### src/rtl/im2col_tensor_addr_pkg.sv
// Shared widths and beat-flag type for the im2col address generator.
package im2col_tensor_addr_pkg;
  localparam int T_W_DEF = 8;
  localparam int K_W_DEF = 4;
  localparam int C_W_DEF = 8;
  localparam int S_W_DEF = 4;
  localparam int A_W_DEF = 16;
  localparam int S2P_DEF = 8;

  typedef struct packed {
    logic pad;
    logic grp_last;
    logic patch_last;
    logic frame_last;
  } beat_flags_t;
endpackage

### src/rtl/im2col_tensor_addr_patch_cnt.sv
// Nested kc/kr/c/e patch counter; exposes next-state values so the top can
// register its outputs from them without a bubble.
module im2col_patch_cnt #(
  parameter int K_W = 4,
  parameter int C_W = 8,
  parameter int S2P = 8,
  parameter int LG  = $clog2(S2P),
  parameter int E_W = 2*K_W + C_W + LG
) (
  input  logic                 clk,
  input  logic                 rstn,
  input  logic                 clr,
  input  logic                 adv,
  input  logic [K_W-1:0]       k,
  input  logic [C_W-1:0]       ch,
  input  logic [2*K_W+C_W-1:0] brn,
  output logic [K_W-1:0]       kc_n,
  output logic [E_W-1:0]       e_n,
  output logic                 pad_n,
  output logic                 last_n,
  output logic                 row_step,
  output logic                 ch_step,
  output logic                 patch_wrap
);
  logic [K_W-1:0] kc, kr, kr_n, k_m1;
  logic [C_W-1:0] c, c_n, c_m1;
  logic [E_W-1:0] e, last_e;
  logic           pad, e_last;

  assign k_m1   = k - 1'b1;
  assign c_m1   = ch - 1'b1;
  assign last_e = (E_W'(brn) << LG) - E_W'(1);
  assign e_last = (e == last_e);
  assign last_n = (e_n == last_e);

  always_comb begin
    kc_n = kc; kr_n = kr; c_n = c; e_n = e; pad_n = pad;
    row_step = 1'b0; ch_step = 1'b0; patch_wrap = 1'b0;
    if (clr) begin
      kc_n = '0; kr_n = '0; c_n = '0; e_n = '0; pad_n = 1'b0;
    end else if (adv) begin
      if (e_last) begin
        kc_n = '0; kr_n = '0; c_n = '0; e_n = '0; pad_n = 1'b0;
        patch_wrap = 1'b1;
      end else begin
        e_n = e + 1'b1;
        // once the last real element is passed, kc/kr/c freeze until the patch wraps
        if (!pad) begin
          if (kc != k_m1) kc_n = kc + 1'b1;
          else if (kr != k_m1) begin
            kc_n = '0; kr_n = kr + 1'b1; row_step = 1'b1;
          end else if (c != c_m1) begin
            kc_n = '0; kr_n = '0; c_n = c + 1'b1; ch_step = 1'b1;
          end else pad_n = 1'b1;
        end
      end
    end
  end

  always_ff @(posedge clk or negedge rstn) begin
    if (!rstn) begin
      kc <= '0; kr <= '0; c <= '0; e <= '0; pad <= 1'b0;
    end else begin
      kc <= kc_n; kr <= kr_n; c <= c_n; e <= e_n; pad <= pad_n;
    end
  end
endmodule

### src/rtl/im2col_tensor_addr.sv
// Im2col read-address generator: walks output positions and patch elements,
// emitting one registered tensor address per beat over valid/ready.
module im2col_tensor_addr
  import im2col_tensor_addr_pkg::*;
#(
  parameter int T_W = T_W_DEF,
  parameter int K_W = K_W_DEF,
  parameter int C_W = C_W_DEF,
  parameter int S_W = S_W_DEF,
  parameter int A_W = A_W_DEF,
  parameter int S2P = S2P_DEF
) (
  input  logic                 clk,
  input  logic                 rstn,
  input  logic                 enable,
  input  logic [T_W-1:0]       tensor_size,
  input  logic [K_W-1:0]       kernel_size,
  input  logic [C_W-1:0]       channels,
  input  logic [S_W-1:0]       stride,
  input  logic [T_W-1:0]       ofs,
  input  logic [2*K_W+C_W-1:0] brn,
  output logic                 addr_valid,
  input  logic                 addr_ready,
  output logic [A_W-1:0]       addr,
  output logic                 addr_pad,
  output logic                 grp_last,
  output logic                 patch_last,
  output logic                 frame_last,
  output logic                 busy,
  output logic                 done
);
  localparam int LG  = $clog2(S2P);
  localparam int B_W = 2*K_W + C_W;
  localparam int E_W = B_W + LG;
  localparam logic [E_W-1:0] GRP_M = E_W'(S2P - 1);

  typedef enum logic [1:0] {S_IDLE, S_LOAD, S_RUN, S_DONE} state_e;
  state_e state, state_n;

  logic [K_W-1:0] k_q;
  logic [C_W-1:0] c_q;
  logic [T_W-1:0] ofs_q, ofs_e;
  logic [B_W-1:0] brn_q, brn_e;
  logic [A_W-1:0] t_q, s_q, tt_q, st_q;
  logic [T_W-1:0] ow, oh, ow_n, oh_n;
  logic [A_W-1:0] colacc, rowacc, cbase, rbase, colacc_n, rowacc_n, cbase_n, rbase_n, sum;
  logic [A_W-1:0] addr_q;
  beat_flags_t    flags_q, flags_n;
  logic           valid_q, valid_n, acc, clr, adv, ld;

  logic [K_W-1:0] kc_n;
  logic [E_W-1:0] e_n;
  logic           pad_n, last_n, row_step, ch_step, patch_wrap;

  // in LOAD the first beat's flags are formed before the latches settle
  assign ofs_e = (state == S_LOAD) ? ofs : ofs_q;
  assign brn_e = (state == S_LOAD) ? brn : brn_q;
  assign acc   = valid_q & addr_ready;

  im2col_patch_cnt #(.K_W(K_W), .C_W(C_W), .S2P(S2P)) u_cnt (
    .clk(clk), .rstn(rstn), .clr(clr), .adv(adv),
    .k(k_q), .ch(c_q), .brn(brn_e),
    .kc_n(kc_n), .e_n(e_n), .pad_n(pad_n), .last_n(last_n),
    .row_step(row_step), .ch_step(ch_step), .patch_wrap(patch_wrap)
  );

  always_comb begin
    state_n = state; valid_n = valid_q;
    clr = 1'b0; adv = 1'b0; ld = 1'b0;
    case (state)
      S_IDLE: if (enable) state_n = S_LOAD;
      S_LOAD: begin
        clr = 1'b1;
        if (kernel_size == '0 || channels == '0 || brn == '0) begin
          state_n = S_DONE; valid_n = 1'b0;
        end else begin
          state_n = S_RUN; valid_n = 1'b1; ld = 1'b1;
        end
      end
      S_RUN: begin
        if (!enable) begin
          state_n = S_IDLE; valid_n = 1'b0;
        end else if (acc) begin
          if (flags_q.frame_last) begin
            state_n = S_DONE; valid_n = 1'b0;
          end else begin
            adv = 1'b1; ld = 1'b1;
          end
        end
      end
      S_DONE: begin
        valid_n = 1'b0;
        if (!enable) state_n = S_IDLE;
      end
      default: state_n = S_IDLE;
    endcase
  end

  always_comb begin
    ow_n = ow; oh_n = oh; colacc_n = colacc; rowacc_n = rowacc;
    cbase_n = cbase; rbase_n = rbase;
    if (clr) begin
      ow_n = '0; oh_n = '0; colacc_n = '0; rowacc_n = '0; cbase_n = '0; rbase_n = '0;
    end else begin
      if (patch_wrap) begin
        cbase_n = '0; rbase_n = '0;
        if (ow == ofs_q) begin
          ow_n = '0; colacc_n = '0; oh_n = oh + 1'b1; rowacc_n = rowacc + st_q;
        end else begin
          ow_n = ow + 1'b1; colacc_n = colacc + s_q;
        end
      end
      if (ch_step) begin
        cbase_n = cbase + tt_q; rbase_n = '0;
      end
      if (row_step) rbase_n = rbase + t_q;
    end
    sum = rowacc_n + colacc_n + cbase_n + rbase_n + A_W'(kc_n);
    flags_n.pad        = pad_n;
    flags_n.grp_last   = ((e_n & GRP_M) == GRP_M);
    flags_n.patch_last = last_n;
    flags_n.frame_last = last_n & (ow_n == ofs_e) & (oh_n == ofs_e);
  end

  always_ff @(posedge clk or negedge rstn) begin
    if (!rstn) begin
      state <= S_IDLE; valid_q <= 1'b0; addr_q <= '0; flags_q <= '0;
      k_q <= '0; c_q <= '0; ofs_q <= '0; brn_q <= '0;
      t_q <= '0; s_q <= '0; tt_q <= '0; st_q <= '0;
      ow <= '0; oh <= '0; colacc <= '0; rowacc <= '0; cbase <= '0; rbase <= '0;
    end else begin
      state <= state_n; valid_q <= valid_n;
      ow <= ow_n; oh <= oh_n; colacc <= colacc_n; rowacc <= rowacc_n;
      cbase <= cbase_n; rbase <= rbase_n;
      if (state == S_LOAD) begin
        k_q <= kernel_size; c_q <= channels; ofs_q <= ofs; brn_q <= brn;
        t_q <= A_W'(tensor_size); s_q <= A_W'(stride);
        tt_q <= A_W'(tensor_size) * A_W'(tensor_size);
        st_q <= A_W'(stride) * A_W'(tensor_size);
      end
      if (ld) begin
        addr_q <= flags_n.pad ? '0 : sum; flags_q <= flags_n;
      end else if (!valid_n) begin
        addr_q <= '0; flags_q <= '0;
      end
    end
  end

  assign addr_valid = valid_q;
  assign addr       = addr_q;
  assign addr_pad   = flags_q.pad;
  assign grp_last   = flags_q.grp_last;
  assign patch_last = flags_q.patch_last;
  assign frame_last = flags_q.frame_last;
  assign busy       = (state == S_LOAD) || (state == S_RUN);
  assign done       = (state == S_DONE);
endmodule

### config.mk
export PLATFORM = sky130hd
export DESIGN_NAME = im2col_tensor_addr
export DESIGN_NICKNAME = d
export VERILOG_FILES = /design/src/rtl/im2col_tensor_addr_pkg.sv /design/src/rtl/im2col_tensor_addr_patch_cnt.sv /design/src/rtl/im2col_tensor_addr.sv
export SDC_FILE = /design/constraint.sdc
export NUM_CORES = 1
export LEC_CHECK = 0
export CAP_MARGIN = 10
export CORE_MARGIN = 3
export CORE_UTILIZATION = 60
export DETAILED_ROUTE_END_ITERATION = 7
export GPL_TIMING_DRIVEN = 0
export PLACE_DENSITY = 0.91
export SYNTH_ARGS = -nofsm -noshare
export SYNTH_HDL_FRONTEND = slang
export SYNTH_SLANG_ARGS = --single-unit
### constraint.sdc
create_clock -name clk -period 12.35 [get_ports clk]
set_clock_uncertainty 0.1 [all_clocks]
set_input_delay 2.47 -clock clk [delete_from_list [all_inputs] [get_ports clk]]
set_output_delay 2.47 -clock clk [all_outputs]
set_load 0.005 [all_outputs]
==> summary by stage, run 1 <==
STA
The transition time at the pin with the least slew margin is 1327 ps. Setup violations remaining at the end of the flow were counted as 0. After routing, the total negative slack on setup checks comes to 0 ps. The max-slew violation total from the final report is 0. Headroom to the max-slew limit came out at 10.87%. Final hold analysis gives a worst-case slack of 383.6 ps. For the finished layout, the period the worst path requires is about 11000 ps. The post-route clock period utilization is 92.61%. Timing would allow up to 0.08744 GHz. Setup repair after global routing left no endpoint under its margin. The number of endpoints with negative hold slack in the final report was 0.

Clocking
In this run the deepest clock path goes through 3 buffers. CTS built an H-tree with a depth of 1. The tree is rooted in a sky130_fd_sc_hd__clkbuf_16.

The number of buffers created by CTS is 24. The number of clock sinks is 213. The later-pin clock latency in the skew report is 540 ps. TritonCTS built the clock tree. The CTS clock-pin slew for the worst setup and hold paths is 60 ps. The number of hold-repair buffers added at the cts stage is 0.

Run
The number of max-cap violations is 0.

Logic synthesis
The adder-cell share of the synthesized area is a little under a fifth. The main combinational cell family by area after synthesis is adder cells. The average footprint of a synthesized cell is approximately 9.5 um2. The synthesized netlist devotes 11.74% of its cell area to compound gates.

The Yosys step of the flow raised 0 warnings. Counting flops and latches in the post-synthesis netlist gives 213. The count of distinct cell types in the synthesized netlist is 81. The number of flops mapped to enable cells by yosys is 0. The sequential fraction of the synthesis area is 32.15%.

The simple-gate share of the synthesized area is 17.79%. The prevailing post-synth register cell is sky130_fd_sc_hd__dfrtp_1. The xor and xnor fraction of the mapped netlist area is a little over a tenth. The mux share of post-synthesis cell area is 5.095%. The post-synth net total is 1992.

Summing every instance area after synthesis gives 0.01658 mm2. After synthesis, the share of flip-flops with an asynchronous set or reset is 100.0%. In the synthesized netlist, the number of instances is 1743.

Global route
The overall global routing resource usage is 29.88%. The via count of the first global-routing pass is 14220. The first global-routing pass estimated 71.13 mm of wire. Entering global routing, the biggest net connects 124 pins. Summed over all layers, the global routing overflow is 0. The initial antenna violation count is 0.

Final layout
At the end of the flow the core is filled with cells to between 60 and 70%. Leaving out fill and tap cells, the most frequent cell in the layout is sky130_fd_sc_hd__dfrtp_1. The filler cells instantiated in the layout total 1913. Summing all multi-input logic gate instances after layout gives about 0.011 mm2. The ratio of cells with drive above 1 in the final layout is 8.060%. The library cells used most frequently in the layout, excluding fill and tap cells, are 213 x sky130_fd_sc_hd__dfrtp_1, 152 x sky130_fd_sc_hd__nand2_1, 137 x sky130_fd_sc_hd__nor2_1.

The finished cells cover 0.01862 mm2. The footprint of the flip-flops and latches is 0.005330 mm2. Relative to the synthesized area, the layout overhead comes to 12.30%. At the end of the flow, the number of nets in the layout was 2092. The count of antenna diodes in the layout is 0.

Placed design
The area of placed instances is 0.01775 mm2. Routability-driven placement finished with a final weighted congestion of 0.9326. The number of port buffers is 71. The half-perimeter wire length of the detailed placement result is 32.87 mm.

Routing
The aggregate routed wire length is 44.07 mm. The routed design uses 21.02 mm of met2 wire. After detailed routing, the wire length on met1 is around 18 mm. The wire length per cell is 20.01 um.

The average vias per placed instance is 6.267. In the routed design, unresolved DRC markers number 0. The routed length on met3 is about 3.5 mm. The uppermost layer routed is met4. The routed layout has 13800 vias.

For this block, the initial DRC count from the detailed router was 1383. The first detailed-routing pass took 6 iterations. The residual antenna-violating net count after detailed routing is 0.

Die
In this run the count of I/O pins placed on the die edge is between 70 and 80. The initial standard-cell utilization of the core is 61.34%. From left edge to right edge, the die measures ~170 um. In this run the core area contains 60 standard-cell rows. The die covers 0.02966 mm2.

The core region is between 0.02 and 0.03 mm2. The floorplan step set the die height to 172.2 um.

Setup path
The required time at the worst-slack endpoint is around 13000 ps. Data on the critical path arrives at its endpoint at ~12000 ps. On the worst path, the slowest cell contributes a delay of around 530 ps.

The family with the most delay on the worst path is buffers and inverters. The worst setup path is launched from a flip-flop. The total buffers and inverters traversed by the critical path is 15. In this run the worst path has a maximum fanout of 19. For this design, the slowest cell found on the critical path is sky130_fd_sc_hd__fa_1.

The path type of the worst setup path is flip-flop to flip-flop. STA classifies the critical path endpoint as a flip-flop. The library cell appearing most often on the critical path is sky130_fd_sc_hd__inv_1.

Pwr
The cell area power density is about 170 mW/mm2. For this design the static power due to leakage is 8.676 nW. Across the VDD grid, the largest voltage drop is 0.1041 mV.

Outcome
The flow ran to the end, and the final reports show no timing, DRC or antenna violations.

Worst hold path
The tightest min-delay check is of the flip-flop to flip-flop type.
==> power breakdown <==
part | internal (mW) | total [mW] | switching [mW]
Clock | 0.455 | 0.763 | 0.308
Combinational | 0.621 | 1.48 | 0.861
Sequential | 0.831 | 0.959 | 0.128
Total | 1.91 | 3.20 | 1.30
==> state kept, by name, indices dropped and copies added, names as in the netlist, 7 cells and up <==
register	count
rbase	16
rowacc	16
u_cnt.c	8
oh	8
ofs_q	8
c_q	8
colacc	16
ow	8
u_cnt.e	19
addr	16
cbase	16
t_q	7
st_q	12
tt_q	15
brn_q	16
==> cells by family (layout without fill, tap and decap cells) <==
| logic type | Yosys count | count (layout) |
|---|---|---|
| buffers and inverters | 185 | 303 |
| flip-flops | 213 | 213 |
| adder cells (fa/ha/maj) | 197 | 197 |
| AO/OA/AOI/OAI | 307 | 307 |
| XOR/XNOR | 188 | 188 |
| AND/OR/NAND/NOR | 578 | 578 |
| multiplexers | 75 | 75 |
==> synth_stat cells, types with 13 or more instances <==
cell type | count | share of area (%)
sky130_fd_sc_hd__inv_1 | 120 | 2.7
sky130_fd_sc_hd__nor4_1 | 13 | 0.49
sky130_fd_sc_hd__ha_1 | 124 | 9.4
sky130_fd_sc_hd__dfrtp_1 | 213 | 32
sky130_fd_sc_hd__nor2_1 | 137 | 3.1
sky130_fd_sc_hd__a21oi_1 | 104 | 3.1
sky130_fd_sc_hd__xnor2_1 | 125 | 6.6
sky130_fd_sc_hd__nand4_1 | 26 | 0.98
sky130_fd_sc_hd__o21ai_0 | 68 | 2.1
sky130_fd_sc_hd__or3_1 | 20 | 0.75
sky130_fd_sc_hd__nand2_1 | 153 | 3.5
sky130_fd_sc_hd__mux2i_1 | 20 | 1.2
sky130_fd_sc_hd__nor3_1 | 47 | 1.4
sky130_fd_sc_hd__nand3_1 | 50 | 1.5
sky130_fd_sc_hd__xor2_1 | 54 | 2.9
sky130_fd_sc_hd__fa_1 | 73 | 8.8
sky130_fd_sc_hd__o21bai_1 | 26 | 1.2
sky130_fd_sc_hd__and2_1 | 40 | 1.5
sky130_fd_sc_hd__mux2_2 | 52 | 3.5
sky130_fd_sc_hd__clkbuf_1 | 52 | 1.2
sky130_fd_sc_hd__a21o_1 | 25 | 1.1
sky130_fd_sc_hd__and3_1 | 19 | 0.72
==> worst register-to-register path: cells and delay by family, from the launching register on <==
family                   cells  cell delay, ps
flip-flops                   1             420
adder cells (fa/ha/maj)      7            2480
AND/OR/NAND/NOR              5            1640
AO/OA/AOI/OAI               13            2710
XOR/XNOR                     1             380
buffers and inverters       15            3300
multiplexers                 1             320
==> cell type report <==
type                       count  area share (%)
tap                          341           2.292
sequential                   213           28.63
buffer                        59           1.391
inverter                     124           2.500
timing repair buffer          76           4.140
clock inverter                14           1.015
multi-input combinational   1345           56.57
clock buffer                  30           3.455
==> metal layers <==
metal | track usage (%) | vias to the layer above
li1 | - | 6234
met1 | 38.74 | 6726
met2 | 49.66 | 672
met3 | 5.556 | 167
met4 | 12.39 | 0
met5 | 0 | -
==> worst paths after layout <==
path | from | end | slack [ps] | cells past startpoint
worst max-delay path | state[1] | addr[15] | 910 | 42
worst min register to register | patch_last | patch_last | 380 | 1
max in group asynchronous | rstn | t_q[5] | 9280 | 2
worst min-delay path | patch_last | patch_last | 380 | 1
min in group asynchronous | rstn | brn_q[7] | 1810 | 1
worst max register to register | state[1] | addr[15] | 910 | 42
==> timing repair <==
action | 4_1_cts | 5_1_grt
endpoints found under the setup margin | 1 | 2
buffers inserted | 0 | 3
pin swaps | 0 | 1
resized for setup | 3 | 8
==> metrics by stage <==
stage / instances / setup WS (ps) / power, mW
2_1_floorplan: 1743 / 2615 / 2.003
3_5_place_dp: 2157 / -456.9 / 2.408
3_3_place_gp: 2155 / -178.4 / 2.344
6_report: 2202 / 913.1 / 3.204
4_1_cts: 2201 / 127.3 / 3.187
5_1_grt: 2202 / 268.6 / 3.375
Note: power is estimated with default switching activity, not from simulation.
==> run 2, diff against run 1 <==
--- a/config.mk
+++ b/config.mk
@@ -11,6 +11,7 @@
 export DETAILED_ROUTE_END_ITERATION = 7
 export GPL_TIMING_DRIVEN = 0
 export PLACE_DENSITY = 0.91
+export SKIP_LAST_GASP = 1
 export SYNTH_ARGS = -nofsm -noshare
 export SYNTH_HDL_FRONTEND = slang
 export SYNTH_SLANG_ARGS = --single-unit
==> results of run 2 <==
Final layout, timing and power as in run 1 (identical DEF).
==> run 3, diff against run 2 <==
--- a/config.mk
+++ b/config.mk
@@ -11,6 +11,7 @@
 export DETAILED_ROUTE_END_ITERATION = 7
 export GPL_TIMING_DRIVEN = 0
 export PLACE_DENSITY = 0.91
+export SKIP_CTS_REPAIR_TIMING = 1
 export SKIP_LAST_GASP = 1
 export SYNTH_ARGS = -nofsm -noshare
 export SYNTH_HDL_FRONTEND = slang
==> run 3 against run 2 <==
Combinational power about the same. Setup slack improved by 9.4 ps. Design area unchanged. Maximum frequency about the same. Clock power about the same. Critical path depth decreased by 1. Die area unchanged. Critical path type unchanged.
==> summary by stage, run 3 (synthesis results as in run 1) <==
Outcome
The flow ran to the end, and the final reports show no timing, DRC or antenna violations.

Global route
Entering global routing, the biggest net connects 124 pins. The first global-routing pass estimated 71.13 mm of wire. Global routing consumed, over all layers together, 29.88% of the routing resources. Global routing finished with a remaining overflow of 0.

The via count of the first global-routing pass is 14220. The initial antenna violation count is 0.

STA
The number of endpoints with negative hold slack in the final report came to 0. At the pin with the least slew margin, the transition time is 1303 ps. The max-slew violation total from the final report is 0. The minimum period implied by the final worst setup slack is 11430 ps. After routing, the total negative slack on setup checks comes to 0 ps. After layout, the worst setup slack is 922.5 ps. The highest attainable clock frequency is 0.08751 GHz. The post-route clock period utilization is 92.53%. Setup repair after global routing left no endpoint under its margin. Setup violations remaining at the end of the flow were counted as 0. The relative max-transition margin is 12.46%.

Final layout
In the layout the commonest cells are 213 x sky130_fd_sc_hd__dfrtp_1, 152 x sky130_fd_sc_hd__nand2_1, 137 x sky130_fd_sc_hd__nor2_1. Once layout is complete, the utilization of the core stands at 68.88%. The count of antenna diodes in the layout is 0.

The number of fill cells is 1913. Counting flops per register, the top entry is u_cnt.e. The flip-flop count of the largest register after layout is 19. Of the cells placed in the final design, the portion with a size suffix greater than 1 is 8.060%. The footprint of the flip-flops and latches is 0.005330 mm2.

The count of nets after finishing is 2092. The multi-input combinational cells in the finished layout cover a total of roughly 0.011 mm2. The area growth from synthesis to layout is 12.30%. The library cell used most frequently in the layout, excluding fill and tap cells, is sky130_fd_sc_hd__dfrtp_1.

Die
The initial standard-cell utilization of the core is 61.34%. The die is 172.2 um wide. After floorplanning, the core was divided into 60 placement rows.

The die covers 0.02966 mm2. The core area is 0.02703 mm2. The number of top-level pins is 75. The vertical die dimension is 172.2 um.

Placed design
At the end of routability-driven placement, the weighted congestion stood at 0.9326. The half-perimeter wire length of the detailed placement result is between 30 and 40 mm. OpenSTA, run right after detailed placement, puts the worst setup slack at -456.9 ps. The number of port buffers is 71.

Setup path
The required time at the worst-slack endpoint is 12690 ps. The worst register-to-register path ends at addr[15]. STA classifies the critical path startpoint as a flip-flop. For flop-to-flop paths, the worst setup slack is slightly above 900 ps.

In this run the critical register-to-register path is launched from state[1]. The most critical setup path has its endpoint at addr[15]. For the worst flop-to-flop path, the logic depth is 41. By startpoint and endpoint, the worst setup path is classified as flip-flop to flip-flop. The critical path launch point is state[1].

STA puts the critical path data arrival time at 11770 ps. The worst stage delay on the critical path is 520 ps. The cell at the slowest stage of the critical path is sky130_fd_sc_hd__fa_1. The worst setup path is captured at a flip-flop. Counting stages on the worst path, the most repeated cell is sky130_fd_sc_hd__clkbuf_2.

In this run the worst path has a maximum fanout of 19.

Pwr
The clock network is responsible for 23.9% of the overall power. Summed over all cells, the static leakage comes to 8.676 nW. Of the total power, registers draw between 20% and 30%. The cell area power density is 172.1 mW/mm2. In this run switching power makes up between 40 and 50% of total power. The worst-case IR drop observed on VDD is 0.1043 mV. Combinational logic is responsible for 46.2% of the overall power.

The design draws between 3 and 4 mW. The net load switching power is 1.298 mW. The internal portion of the total power is 1.907 mW.

Routing
The residual antenna-violating net count after detailed routing is 0. The aggregate routed wire length is 43.99 mm. The final routed DRC violation total is 0. The wire length per cell is approximately 20 um.

The average vias per placed instance is roughly 6.3. Before antenna repair, the detailed router went through 6 iterations. The number of DRC markers after the initial detailed-route iteration is 1367. The routed layout has 13820 vias.

Run
The number of max-cap violations is 0.

Clocking
In this run the number of H-tree levels came out at 1. The clock tree root driver cell is sky130_fd_sc_hd__clkbuf_16. The number of buffers created by CTS is 24. For this design, the sink count on the clock tree is about 210. TritonCTS built the clock tree. After clock tree synthesis, the clock-pin slew on the worst setup and hold paths is 60 ps.

The clock reaches the later pin of the worst-skew pair after approximately 540 ps. No sink is reached through more buffers than the 3 on the longest clock path.

Worst hold path
The classification of the worst-slack hold path is flip-flop to flip-flop.
-- run 3: cell counts in the layout (fill, tap and decap cells not counted) --
Identical to the previous run, type by type.
-- run 3: worst min path at each step --
stage,startpoint,to,slack [ps],cells after the start
after floorplan,grp_last,grp_last,370,2
after global placement,patch_last,patch_last,370,1
after detailed placement,patch_last,patch_last,370,1
after CTS,patch_last,patch_last,390,1
after global routing,addr[13],addr[13],420,2
final,patch_last,patch_last,380,1
-- run 3: final cells by class --
type	count	share of cell area, %
plain buffers	59	1.391
flip-flops and latches	213	28.63
multi-input cells	1345	56.57
inverters	124	2.500
clock inverters	14	1.015
well taps	341	2.292
clock buffers	30	3.455
repair buffers	76	4.140
-- run 3: critical path: cells and delay by family (launching register included) --
kind / cells / cell delay [ps]
compound gates: 13 / 2920
mux: 1 / 320
simple gates: 8 / 2040
buf+inv: 13 / 3080
fa+ha+maj: 6 / 2380
flops: 1 / 420
-- run 3: power by group through the flow --
stage	Sequential, mW	Combinational (mW)	Clock [mW]
2_1_floorplan	0.921	1.08	0
3_3_place_gp	0.960	1.38	0
3_5_place_dp	0.965	1.44	0
4_1_cts	0.955	1.46	0.765
5_1_grt	0.971	1.61	0.795
6_report	0.958	1.48	0.766
-- run 3: per-layer routing --
| metal | track usage, % | vias up | routed length [um] |
|---|---|---|---|
| met5 | 0 | - | 0 |
| met4 | 12.18 | 0 | 1981 |
| met3 | 5.396 | 165 | 3577 |
| met2 | 49.74 | 680 | 20980 |
| met1 | 38.86 | 6746 | 17450 |
| li1 | - | 6233 | - |
-- run 3: through the flow --
stage / cells / cell area, um2 / hold WS, ps
floorplan: 1743 / 16580 / 371.1
global placement: 2155 / 17710 / 367.8
detailed placement: 2157 / 17750 / 373.3
CTS: 2201 / 18590 / 387.0
global route: 2202 / 18620 / 424.9
finish: 2202 / 18620 / 382.4
